==> src/rtl/obi_rr_arbiter.sv <==
// Round-robin arbiter sharing one OBI-style req/gnt/rvalid slave port between NB_REQ masters,
// with an in-order ID FIFO for response routing. Define ARB_LOCK_EN to add per-requester bus locking.
module obi_rr_arbiter #(
    parameter int NB_REQ          = 3,
    parameter int ADDR_WIDTH      = 32,
    parameter int DATA_WIDTH      = 32,
    parameter int MAX_OUTSTANDING = 2
) (
    input  logic                           clk,
    input  logic                           rst,
    input  logic [NB_REQ-1:0]              req_i,
    input  logic [NB_REQ-1:0]              we_i,
    input  logic [NB_REQ*ADDR_WIDTH-1:0]   addr_i,
    input  logic [NB_REQ*DATA_WIDTH-1:0]   wdata_i,
    input  logic [NB_REQ*DATA_WIDTH/8-1:0] be_i,
`ifdef ARB_LOCK_EN
    input  logic [NB_REQ-1:0]              lock_i,
`endif
    output logic [NB_REQ-1:0]              gnt_o,
    output logic [NB_REQ-1:0]              rvalid_o,
    output logic [DATA_WIDTH-1:0]          rdata_o,
    output logic                           m_req_o,
    output logic                           m_we_o,
    output logic [ADDR_WIDTH-1:0]          m_addr_o,
    output logic [DATA_WIDTH-1:0]          m_wdata_o,
    output logic [DATA_WIDTH/8-1:0]        m_be_o,
    input  logic                           m_gnt_i,
    input  logic                           m_rvalid_i,
    input  logic [DATA_WIDTH-1:0]          m_rdata_i,
    output logic                           busy_o,
    output logic                           err_o
);

    localparam int BEW  = DATA_WIDTH / 8;
    localparam int IDW  = (NB_REQ > 1) ? $clog2(NB_REQ) : 1;
    localparam int FPW  = (MAX_OUTSTANDING > 1) ? $clog2(MAX_OUTSTANDING) : 1;
    localparam int CNTW = $clog2(MAX_OUTSTANDING + 1);

    logic [IDW-1:0]  rr_ptr_q;
    logic [IDW-1:0]  fifo_q [MAX_OUTSTANDING];
    logic [FPW-1:0]  wr_ptr_q, rd_ptr_q;
    logic [CNTW-1:0] count_q;
    logic            err_q;

    logic [NB_REQ-1:0] eligible;
    logic [IDW-1:0]    win_idx;
    logic [IDW-1:0]    scan;
    logic [IDW-1:0]    head;
    logic              found;
    logic              handshake;
    logic              pop;

`ifdef ARB_LOCK_EN
    logic           locked_q;
    logic [IDW-1:0] lock_id_q;
    logic           win_lock;
`endif

    function automatic logic [FPW-1:0] ptr_inc(input logic [FPW-1:0] p);
        return (p == FPW'(MAX_OUTSTANDING - 1)) ? '0 : p + FPW'(1);
    endfunction

    // Mask requests when the ID FIFO is full (registered count) or locked, then scan from rr_ptr.
    always_comb begin
        eligible = req_i;
        if (count_q == CNTW'(MAX_OUTSTANDING)) eligible = '0;
`ifdef ARB_LOCK_EN
        if (locked_q) begin
            for (int k = 0; k < NB_REQ; k++) begin
                if (lock_id_q != IDW'(k)) eligible[k] = 1'b0;
            end
        end
`endif
        if (rst) eligible = '0;

        found   = 1'b0;
        win_idx = '0;
        scan    = '0;
        for (int i = 0; i < NB_REQ; i++) begin
            if (int'(rr_ptr_q) + i >= NB_REQ) scan = IDW'(int'(rr_ptr_q) + i - NB_REQ);
            else                              scan = IDW'(int'(rr_ptr_q) + i);
            if (!found && eligible[scan]) begin
                found   = 1'b1;
                win_idx = scan;
            end
        end

        handshake = found & m_gnt_i;
        pop       = m_rvalid_i && (count_q != '0) && !rst;
        head      = fifo_q[rd_ptr_q];
    end

    always_comb begin
        m_req_o   = found;
        m_we_o    = 1'b0;
        m_addr_o  = '0;
        m_wdata_o = '0;
        m_be_o    = '0;
        gnt_o     = '0;
        rvalid_o  = '0;
`ifdef ARB_LOCK_EN
        win_lock  = 1'b0;
`endif
        for (int k = 0; k < NB_REQ; k++) begin
            if (found && win_idx == IDW'(k)) begin
                m_we_o    = we_i[k];
                m_addr_o  = addr_i[k*ADDR_WIDTH +: ADDR_WIDTH];
                m_wdata_o = wdata_i[k*DATA_WIDTH +: DATA_WIDTH];
                m_be_o    = be_i[k*BEW +: BEW];
                gnt_o[k]  = m_gnt_i;
`ifdef ARB_LOCK_EN
                win_lock  = lock_i[k];
`endif
            end
            if (pop && head == IDW'(k)) rvalid_o[k] = 1'b1;
        end
    end

    assign rdata_o = m_rdata_i;
    assign busy_o  = (count_q != '0);
    assign err_o   = err_q;

    always_ff @(posedge clk) begin
        if (handshake) fifo_q[wr_ptr_q] <= win_idx;
    end

    // Pointer/count bookkeeping; a push and pop in the same cycle leave count unchanged.
    always_ff @(posedge clk) begin
        if (rst) begin
            rr_ptr_q <= '0;
            wr_ptr_q <= '0;
            rd_ptr_q <= '0;
            count_q  <= '0;
            err_q    <= 1'b0;
        end else begin
            if (handshake) begin
                wr_ptr_q <= ptr_inc(wr_ptr_q);
                rr_ptr_q <= (win_idx == IDW'(NB_REQ - 1)) ? '0 : win_idx + IDW'(1);
            end
            if (pop) rd_ptr_q <= ptr_inc(rd_ptr_q);
            if (handshake && !pop)      count_q <= count_q + CNTW'(1);
            else if (!handshake && pop) count_q <= count_q - CNTW'(1);
            if (m_rvalid_i && count_q == '0) err_q <= 1'b1;
        end
    end

`ifdef ARB_LOCK_EN
    always_ff @(posedge clk) begin
        if (rst) begin
            locked_q  <= 1'b0;
            lock_id_q <= '0;
        end else if (handshake) begin
            locked_q  <= win_lock;
            lock_id_q <= win_idx;
        end
    end
`endif

endmodule

==> config.mk <==
export PLATFORM = sky130hd
export DESIGN_NAME = obi_rr_arbiter
export DESIGN_NICKNAME = d
export VERILOG_FILES = /design/src/rtl/obi_rr_arbiter.sv
export SDC_FILE = /design/constraint.sdc
export NUM_CORES = 1
export LEC_CHECK = 0
export ABC_AREA = 1
export CORE_AREA = 2 2 137 139
export CTS_CLUSTER_SIZE = 24
export DETAILED_ROUTE_END_ITERATION = 6
export DIE_AREA = 0 0 139 141
export MAX_ROUTING_LAYER = met4
export PLACE_DENSITY = 0.6
export SLEW_MARGIN = 15
export SYNTH_ARGS = -nofsm -noshare
export SYNTH_HDL_FRONTEND = slang
export SYNTH_SLANG_ARGS = --single-unit
==> constraint.sdc <==
create_clock -name clk -period 2.8 [get_ports clk]
set_input_delay 0.42 -clock clk [delete_from_list [all_inputs] [get_ports clk]]
set_output_delay 0.42 -clock clk [all_outputs]
set_load 0.03 [all_outputs]
==> metrics.txt, run 1 <==
# TYPE chip_impl_metric gauge
chip_impl_metric{name="core_area",unit="sq um"} 18300
chip_impl_info{name="synth.area.top_cells",value="nand2_1, nand4_1, nand3_1"} 1
chip_impl_metric{name="place.gp.congestion",unit=""} 0.879
chip_impl_metric{name="io_buffers",unit=""} 291
chip_impl_metric{name="drt-initial-drc-count",unit=""} 211
chip_impl_metric{name="global_route.usage.total",unit=""} 0.165
chip_impl_metric{name="setup-violations-final",unit=""} 0
chip_impl_info{name="hp-start",value="err_o$_SDFFE_PP0P_"} 1
chip_impl_metric{name="core.rowCount",unit=""} 50
chip_impl_metric{name="fin_worst_skew",unit="ps"} 5.27
chip_impl_metric{name="post-route-min-period",unit="ps"} 2770
chip_impl_info{name="cp-end-kind",value="primary output"} 1
chip_impl_metric{name="final.period_utilization",unit=""} 0.990
chip_impl_metric{name="irDropWorstVdd",unit="V"} 0.000841
chip_impl_metric{name="crit_fanout",unit=""} 9
chip_impl_metric{name="syn-cell-area",unit="sq um"} 3220
chip_impl_metric{name="total_power_divided_by_cell_area",unit="nW/um^2"} 1420
chip_impl_metric{name="slew_headroom",unit=""} 0.793
chip_impl_metric{name="synth_nets",unit=""} 844
chip_impl_metric{name="synth_compound_gate_area_share",unit=""} 0.0346
chip_impl_info{name="critPathLaunchType",value="flip-flop"} 1
chip_impl_metric{name="netlist-cell-type-count",unit=""} 32
chip_impl_info{name="synth_largest_area_cell",value="nand2_1"} 1
chip_impl_metric{name="setup.reg_to_reg.worst_slack",unit="ps"} 290
chip_impl_metric{name="detailroute.wirelength.met3",unit="microns"} 1030
chip_impl_info{name="status",value="finished, final reports clean"} 1
chip_impl_metric{name="min_delay_path_depth",unit=""} 2
chip_impl_metric{name="drc",unit=""} 0
chip_impl_metric{name="routedLengthMet1",unit="microns"} 6660
chip_impl_metric{name="dr.pass1.iters",unit=""} 4
chip_impl_metric{name="clock-sinks",unit=""} 12
chip_impl_metric{name="synth_warn",unit=""} 0
chip_impl_metric{name="detailedPlacementHpwl",unit="microns"} 12500
chip_impl_info{name="crit_type",value="reg -> out"} 1
chip_impl_metric{name="synth-adder-area-share",unit=""} 0.0117
chip_impl_metric{name="hold-worst-slack",unit="ps"} 471
chip_impl_metric{name="clock_tree.htree_level_count",unit=""} 1
chip_impl_metric{name="synth.mux.area_fraction",unit=""} 0
chip_impl_metric{name="cts_max_path_buffers",unit=""} 2
chip_impl_metric{name="synth-simple-area-share",unit=""} 0.615
chip_impl_metric{name="grt_antenna_before_repair",unit=""} 0
chip_impl_metric{name="grt_max_degree",unit=""} 36
chip_impl_metric{name="die_width",unit="microns"} 139
chip_impl_metric{name="detail_route.wirelength",unit="microns"} 16600
chip_impl_metric{name="n_antenna_cell",unit=""} 0
chip_impl_info{name="timing.rr.end",value="count_q[1]$_SDFFE_PP0P_"} 1
chip_impl_metric{name="post_synth_inst_count",unit=""} 595
chip_impl_metric{name="max_freq",unit="GHz"} 0.361
chip_impl_info{name="synth_top_family_by_area",value="simple AND/OR/NAND/NOR gates"} 1
chip_impl_metric{name="critical_path_arrival",unit="ps"} 2350
chip_impl_metric{name="num_vias",unit=""} 4918
chip_impl_metric{name="grt_first_pass_wirelength",unit="microns"} 25400
chip_impl_metric{name="effective_utilization_at_floorplan",unit=""} 0.176
chip_impl_metric{name="fin_nets",unit=""} 1136
chip_impl_metric{name="design.portCount",unit=""} 356
chip_impl_metric{name="cts-buffers-inserted",unit=""} 3
chip_impl_info{name="cts_root_buffer",value="clkbuf_16"} 1
chip_impl_info{name="uppermost_layer_routed",value="met4"} 1
chip_impl_metric{name="synth_xor_area_frac",unit=""} 0
chip_impl_metric{name="drv.max_cap_violation_count",unit=""} 0
chip_impl_metric{name="die_area",unit="sq um"} 19600
chip_impl_metric{name="logic_depth_of_the_worst_register_to_register_path",unit=""} 13
chip_impl_info{name="hold_path_class",value="reg -> reg"} 1
chip_impl_metric{name="timing_max_transition_violations_final",unit=""} 0
chip_impl_info{name="tritoncts",value="done"} 1
chip_impl_metric{name="ffs_latches_synth",unit=""} 12
chip_impl_metric{name="drt-vias-per-instance",unit=""} 4.39
chip_impl_metric{name="growth_of_design_area_from_synthesis_to_finish",unit="%"} 127
chip_impl_metric{name="clkLatencyLatePin",unit="ps"} 240
chip_impl_metric{name="clkSlewWorstSetupHoldPaths",unit="ps"} 40
chip_impl_metric{name="syn-mean-instance-area",unit="sq um"} 5.41
chip_impl_info{name="min_to",value="err_o$_SDFFE_PP0P_"} 1
chip_impl_metric{name="wire_per_inst",unit="microns"} 14.8
chip_impl_metric{name="number_of_global_route_vias_before_repair",unit=""} 4890
chip_impl_metric{name="post_route_cells_drive_above_1_share",unit=""} 0.253
chip_impl_metric{name="sequential_share_of_the_synthesized_area",unit=""} 0.0871
chip_impl_metric{name="chipHeight",unit="microns"} 141
chip_impl_info{name="critical_path.reg2reg.startpoint",value="rr_ptr_q[0]$_SDFFE_PP0P_"} 1
chip_impl_metric{name="final_antenna_net_count",unit=""} 0
chip_impl_metric{name="netlist.area_leader.share",unit=""} 0.181
chip_impl_metric{name="cts.hold.buffers_added",unit=""} 0
chip_impl_metric{name="timing_hold_violations_final",unit=""} 0
chip_impl_info{name="rsz0062_at_grt",value="true"} 1
chip_impl_metric{name="final.fill_count",unit=""} 1896
chip_impl_metric{name="worstPathRequired",unit="ps"} 2380
chip_impl_metric{name="p_leak",unit="uW"} 0.00346
chip_impl_metric{name="timing.setup.tns",unit="ps"} 0
chip_impl_metric{name="grt_overflow_total",unit=""} 0
chip_impl_metric{name="routed-wl-met2",unit="microns"} 8430
chip_impl_metric{name="worstMarginPinSlew",unit="ps"} 309
-- sequential cells by signal, indices dropped and copies added (netlist names), named ones only --
| signal | cells |
|---|---|
| fifo_q | 4 |
| wr_ptr_q | 1 |
| err_o | 1 |
| rr_ptr_q | 2 |
| rd_ptr_q | 1 |
| count_q | 2 |
-- power breakdown --
part,internal [uW],switching [uW],total [uW]
combinational,4460,5360,9820
clock,215,73.6,289
sequential,248,33.4,281
-- final cells by class --
cell class | count | area [sq um] | share of cell area
clock buffers | 4 | 88.8 | 0.0122
inverters | 90 | 353 | 0.0483
multi-input cells | 417 | 2350 | 0.322
flip-flops and latches | 12 | 288 | 0.0394
well taps | 234 | 293 | 0.0401
repair buffers | 363 | 3930 | 0.538
-- worst max-delay path by stage --
stage,from,to,slack (ps)
5_1_grt,rr_ptr_q[0]$_SDFFE_PP0P_,m_we_o,-120
3_3_place_gp,rst,m_addr_o[4],-280
3_5_place_dp,rst,gnt_o[2],-340
6_report,rr_ptr_q[0]$_SDFFE_PP0P_,m_addr_o[8],30
2_1_floorplan,rr_ptr_q[0]$_SDFFE_PP0P_,gnt_o[2],130
4_1_cts,rr_ptr_q[0]$_SDFFE_PP0P_,m_we_o,3
-- worst max-delay path, cell delays in order, from the launching register on --
cell and delay [ps]:
dfxtp_4 370, inv_4 40, ha_4 290, inv_6 50, nand3_2 50, nand2_1 60
a21oi_2 140, buf_4 160, nand4_4 150, buf_6 190, buf_4 160, nand4_1 120
nand3_4 80, nand2_1 70, inv_1 50, buf_6 130
-- stage by stage --
stage               setup slack [ps]  power [uW]   util  instance area (sq um)  std cells
floorplan                        129        5170      -                   3220        595
global placement                -284        8550  0.351                   6410       1096
detailed placement              -336        8540  0.351                   6410       1096
CTS                             2.73        9810  0.383                   7000       1118
global route                    -120       11200  0.400                   7300       1120
finish                          27.4       10400  0.400                   7300       1120
-- kinds of logic (layout without fill, tap and decap cells) --
| group | Yosys count | count (layout) |
|---|---|---|
| buffers and inverters | 166 | 457 |
| adders and majority gates | 3 | 3 |
| and+or+nand+nor | 396 | 396 |
| DFF | 12 | 12 |
| AOI/OAI and AO/OA | 18 | 18 |
-- routing by layer --
metal	track usage	up-vias
met5	-	-
met4	0.0532	0
met3	0.0272	39
met2	0.292	212
met1	0.192	2200
li1	-	2467
-- cells in the mapped netlist --
master and count:
a21oi_1 8, a21oi_2 1, a21oi_4 1, a31oi_1 1
buf_1 1, buf_2 17, buf_4 34, buf_6 5
clkbuf_1 19, dfxtp_1 8, edfxtp_1 4, ha_1 3
inv_1 88, inv_2 2, nand2_1 155, nand2_2 3
nand2_4 1, nand3_1 78, nand3b_1 1, nand4_1 71
nand4_2 1, nor2_1 9, nor2_2 1, nor2_4 1
nor3_1 5, o21a_1 1, o21ai_0 3, o21ai_1 2
o21bai_1 1, or2_0 30, or2_1 39, or2_2 1
-- placed cells by master, fill, tap and decap left out, types with 2 or more instances in the layout --
cell type	Yosys	final
nor3_1	5	4
buf_8	0	3
inv_4	0	2
nand3_4	0	3
clkbuf_16	0	3
a21oi_1	8	8
buf_16	0	2
inv_1	88	65
buf_12	0	25
ha_4	0	2
nor2_4	1	3
buf_4	34	56
nand3_1	78	62
edfxtp_1	4	4
nand4_1	71	71
dfxtp_4	0	2
buf_6	5	59
nor2_1	9	7
or2_0	30	24
nand2_1	155	144
nand3_2	0	13
dlygate4sd2_1	0	3
o21ai_0	3	3
inv_2	2	21
dfxtp_1	8	6
bufbuf_16	0	3
clkdlybuf4s50_1	0	211
or2_1	39	45
o21ai_2	0	2
nand2_4	1	3
nand2_2	3	11
-- what timing repair did --
item                                    CTS  global route
gates cloned                              7             0
pin swaps                                25            42
endpoints found under the setup margin   72            72
gates resized for setup                  63           105
buffers inserted                         11             4
Note: power is estimated with default switching activity, not from simulation.
==> inputs of run 2 (changes only) <==
--- a/config.mk
+++ b/config.mk
@@ -6,12 +6,12 @@
 export NUM_CORES = 1
 export LEC_CHECK = 0
 export ABC_AREA = 1
-export CORE_AREA = 2 2 137 139
+export CORE_AREA = 4 4 135 137
 export CTS_CLUSTER_SIZE = 24
 export DETAILED_ROUTE_END_ITERATION = 6
 export DIE_AREA = 0 0 139 141
 export MAX_ROUTING_LAYER = met4
-export PLACE_DENSITY = 0.6
+export PLACE_DENSITY = 0.63
 export SLEW_MARGIN = 15
 export SYNTH_ARGS = -nofsm -noshare
 export SYNTH_HDL_FRONTEND = slang
==> run 2 against run 1 <==
Against the previous run:
- first-iteration DRC count decreased by 7.1%
- routed wire length up 29%
- critical endpoint is now m_wdata_o[17]
- core utilization increased by 6.9 points
==> metrics.txt, run 2 (same netlist as run 1, synthesis figures left out) <==
# TYPE chip_impl_metric gauge
chip_impl_metric{name="clock_tree.htree_level_count",unit=""} 1
chip_impl_metric{name="timing.setup.tns",unit="ps"} 0
chip_impl_metric{name="drc",unit=""} 0
chip_impl_metric{name="max_freq",unit="GHz"} 0.357
chip_impl_metric{name="timing_hold_violations_final",unit=""} 0
chip_impl_metric{name="sw_frac_of_total",unit=""} 0.531
chip_impl_metric{name="number_of_global_route_vias_before_repair",unit=""} 5095
chip_impl_metric{name="critical_path_arrival",unit="ps"} 2380
chip_impl_metric{name="internal_power",unit="uW"} 5410
chip_impl_metric{name="detail_route.wirelength",unit="microns"} 21400
chip_impl_metric{name="total_power_divided_by_cell_area",unit="nW/um^2"} 1450
chip_impl_metric{name="largest_register_ff_count",unit=""} 4
chip_impl_metric{name="final.period_utilization",unit=""} 0.999
chip_impl_info{name="cts_root_buffer",value="clkbuf_16"} 1
chip_impl_metric{name="drt-vias-per-instance",unit=""} 4.64
chip_impl_info{name="tritoncts",value="done"} 1
chip_impl_metric{name="grt_overflow_total",unit=""} 0
chip_impl_metric{name="setup-violations-final",unit=""} 0
chip_impl_metric{name="comb_power_share",unit=""} 0.954
chip_impl_metric{name="fin_worst_skew",unit="ps"} 5.54
chip_impl_metric{name="drt-initial-drc-count",unit=""} 196
chip_impl_metric{name="worstMarginPinSlew",unit="ps"} 310
chip_impl_metric{name="fin_nets",unit=""} 1157
chip_impl_metric{name="min_delay_path_depth",unit=""} 2
chip_impl_info{name="crit_type",value="reg -> out"} 1
chip_impl_metric{name="worstPathRequired",unit="ps"} 2380
chip_impl_info{name="layout.cells.most_common",value="clkdlybuf4s50_1"} 1
chip_impl_metric{name="grt_first_pass_wirelength",unit="microns"} 26200
chip_impl_metric{name="effective_utilization_at_floorplan",unit=""} 0.189
chip_impl_metric{name="cts_max_path_buffers",unit=""} 2
chip_impl_info{name="critPathLaunchType",value="flip-flop"} 1
chip_impl_metric{name="dr.pass1.iters",unit=""} 4
chip_impl_metric{name="clkLatencyLatePin",unit="ps"} 240
chip_impl_metric{name="logic_depth_of_the_worst_register_to_register_path",unit=""} 17
chip_impl_metric{name="dp.cells",unit=""} 1071
chip_impl_metric{name="final_antenna_net_count",unit=""} 0
chip_impl_metric{name="cts-buffers-inserted",unit=""} 3
chip_impl_metric{name="core_area",unit="sq um"} 17100
chip_impl_metric{name="chipHeight",unit="microns"} 141
chip_impl_metric{name="core.rowCount",unit=""} 48
chip_impl_metric{name="power_frac_clock",unit=""} 0.023
chip_impl_info{name="mostFrequentLayoutCells",value="clkdlybuf4s50_1, nand2_1, buf_6, nand4_1, inv_1"} 1
chip_impl_metric{name="die_width",unit="microns"} 139
chip_impl_info{name="rsz0062_at_grt",value="true"} 1
chip_impl_metric{name="clkSlewWorstSetupHoldPaths",unit="ps"} 40
chip_impl_metric{name="growth_of_design_area_from_synthesis_to_finish",unit="%"} 148
chip_impl_metric{name="seq_area",unit="sq um"} 283
chip_impl_metric{name="final.fill_count",unit=""} 1699
chip_impl_metric{name="io_buffers",unit=""} 291
chip_impl_metric{name="final_cell_count_no_fill",unit=""} 1134
chip_impl_metric{name="timing_max_transition_violations_final",unit=""} 0
chip_impl_metric{name="post_route_cells_drive_above_1_share",unit=""} 0.356
chip_impl_metric{name="detailroute.wirelength.met3",unit="microns"} 1290
chip_impl_metric{name="pwr-share-seq",unit=""} 0.024
chip_impl_metric{name="slew_headroom",unit=""} 0.793
chip_impl_metric{name="routed-wl-met2",unit="microns"} 11100
chip_impl_metric{name="die_area",unit="sq um"} 19600
chip_impl_metric{name="multi_input_area",unit="sq um"} 2620
chip_impl_info{name="highest_delay_cell_along_the_critical_path",value="dfxtp_2"} 1
chip_impl_metric{name="worst_path_largest_cell_delay",unit="ps"} 330
chip_impl_metric{name="irDropWorstVdd",unit="V"} 0.000843
chip_impl_metric{name="detailedPlacementHpwl",unit="microns"} 12000
chip_impl_info{name="largest_register",value="fifo_q"} 1
chip_impl_metric{name="power.switching",unit="uW"} 6130
chip_impl_metric{name="num_vias",unit=""} 5262
chip_impl_metric{name="design.portCount",unit=""} 356
chip_impl_metric{name="post-route-min-period",unit="ps"} 2800
chip_impl_metric{name="cts.hold.buffers_added",unit=""} 0
chip_impl_metric{name="clock-sinks",unit=""} 12
chip_impl_metric{name="p_leak",unit="uW"} 0.00379
chip_impl_metric{name="drv.max_cap_violation_count",unit=""} 0
chip_impl_info{name="uppermost_layer_routed",value="met4"} 1
chip_impl_info{name="critical_path.cell_chain",value="inv_2 > ha_4 > inv_4 > nand3_2 > nand2_2 > a21oi_2 > buf_4 > nand4_4 > buf_12 > nand2_8 > buf_12 > nand2_1 > nand3_4 > nand2_2 > inv_2 > buf_6"} 1
chip_impl_metric{name="crit_fanout",unit=""} 10
chip_impl_info{name="reg_top3",value="fifo_q: 4 flops, count_q: 2 flops, rr_ptr_q: 2 flops"} 1
chip_impl_metric{name="routedLengthMet1",unit="microns"} 8370
chip_impl_info{name="status",value="finished, final reports clean"} 1
chip_impl_info{name="hold_path_class",value="reg -> reg"} 1
chip_impl_metric{name="global_route.usage.total",unit=""} 0.171
chip_impl_metric{name="wire_per_inst",unit="microns"} 18.9
chip_impl_metric{name="grt_antenna_before_repair",unit=""} 2
chip_impl_info{name="cp-end-kind",value="primary output"} 1
chip_impl_metric{name="place.gp.congestion",unit=""} 0.890
chip_impl_metric{name="grt_max_degree",unit=""} 41
[run 2: layout make-up]
type | instances | area share
Timing Repair Buffer | 383 | 0.547
Multi-Input combinational cell | 418 | 0.328
Inverter | 90 | 0.0436
Sequential cell | 12 | 0.0354
Tap cell | 225 | 0.0353
Clock buffer | 4 | 0.00987
Antenna cell | 2 | 0.000627
[run 2: power by group through the flow]
| stage | Sequential (uW) | Combinational (uW) | Clock (uW) |
|---|---|---|---|
| after floorplan | 277 | 4900 | 0 |
| after global placement | 272 | 7740 | 0 |
| after detailed placement | 273 | 7730 | 0 |
| after CTS | 274 | 9380 | 268 |
| after global routing | 279 | 11700 | 276 |
| final | 274 | 11000 | 262 |
[run 2: critical path, delay by kind of cell (launching register included)]
kind            cells  cell delay (ps)
simple gates        7              610
fa+ha+maj           1              290
buf+inv             7              750
compound gates      1              160
flops               1              330
[run 2: path summary, 6_finish.rpt]
kind                            slack (ps)                      from                       to
worst max-delay path                     3  rr_ptr_q[0]$_SDFFE_PP0P_            m_wdata_o[17]
worst min-delay path                   480        err_o$_SDFFE_PP0P_       err_o$_SDFFE_PP0P_
worst max register to register         240  rr_ptr_q[0]$_SDFFE_PP0P_  count_q[1]$_SDFFE_PP0P_
worst min register to register         480        err_o$_SDFFE_PP0P_       err_o$_SDFFE_PP0P_
[run 2: through the flow]
| step | utilization | hold WS (ps) | power, uW | setup WS [ps] | cell area [sq um] |
|---|---|---|---|---|---|
| 2_1_floorplan | - | 460 | 5170 | 129 | 3220 |
| 6_report | 0.468 | 479 | 11500 | 2.68 | 7990 |
| 3_3_place_gp | 0.362 | 457 | 8010 | -205 | 6170 |
| 4_1_cts | 0.410 | 480 | 9920 | -4.05 | 7000 |
| 3_5_place_dp | 0.362 | 470 | 8010 | -235 | 6170 |
| 5_1_grt | 0.468 | 496 | 12300 | -140 | 7990 |
[run 2: repair_timing]
action / CTS / global route
endpoints found under the setup margin: 72 / 72
cloned: 11 / 19
setup buffers: 19 / 12
pin swaps: 9 / 53
resized for setup: 75 / 177
endpoints found under the hold margin: 0 / 0
[run 2: per-layer routing]
metal,vias to the layer above,global-route usage
met5,-,-
met4,0,0.0628
met3,51,0.0258
met2,289,0.308
met1,2407,0.191
li1,2515,-
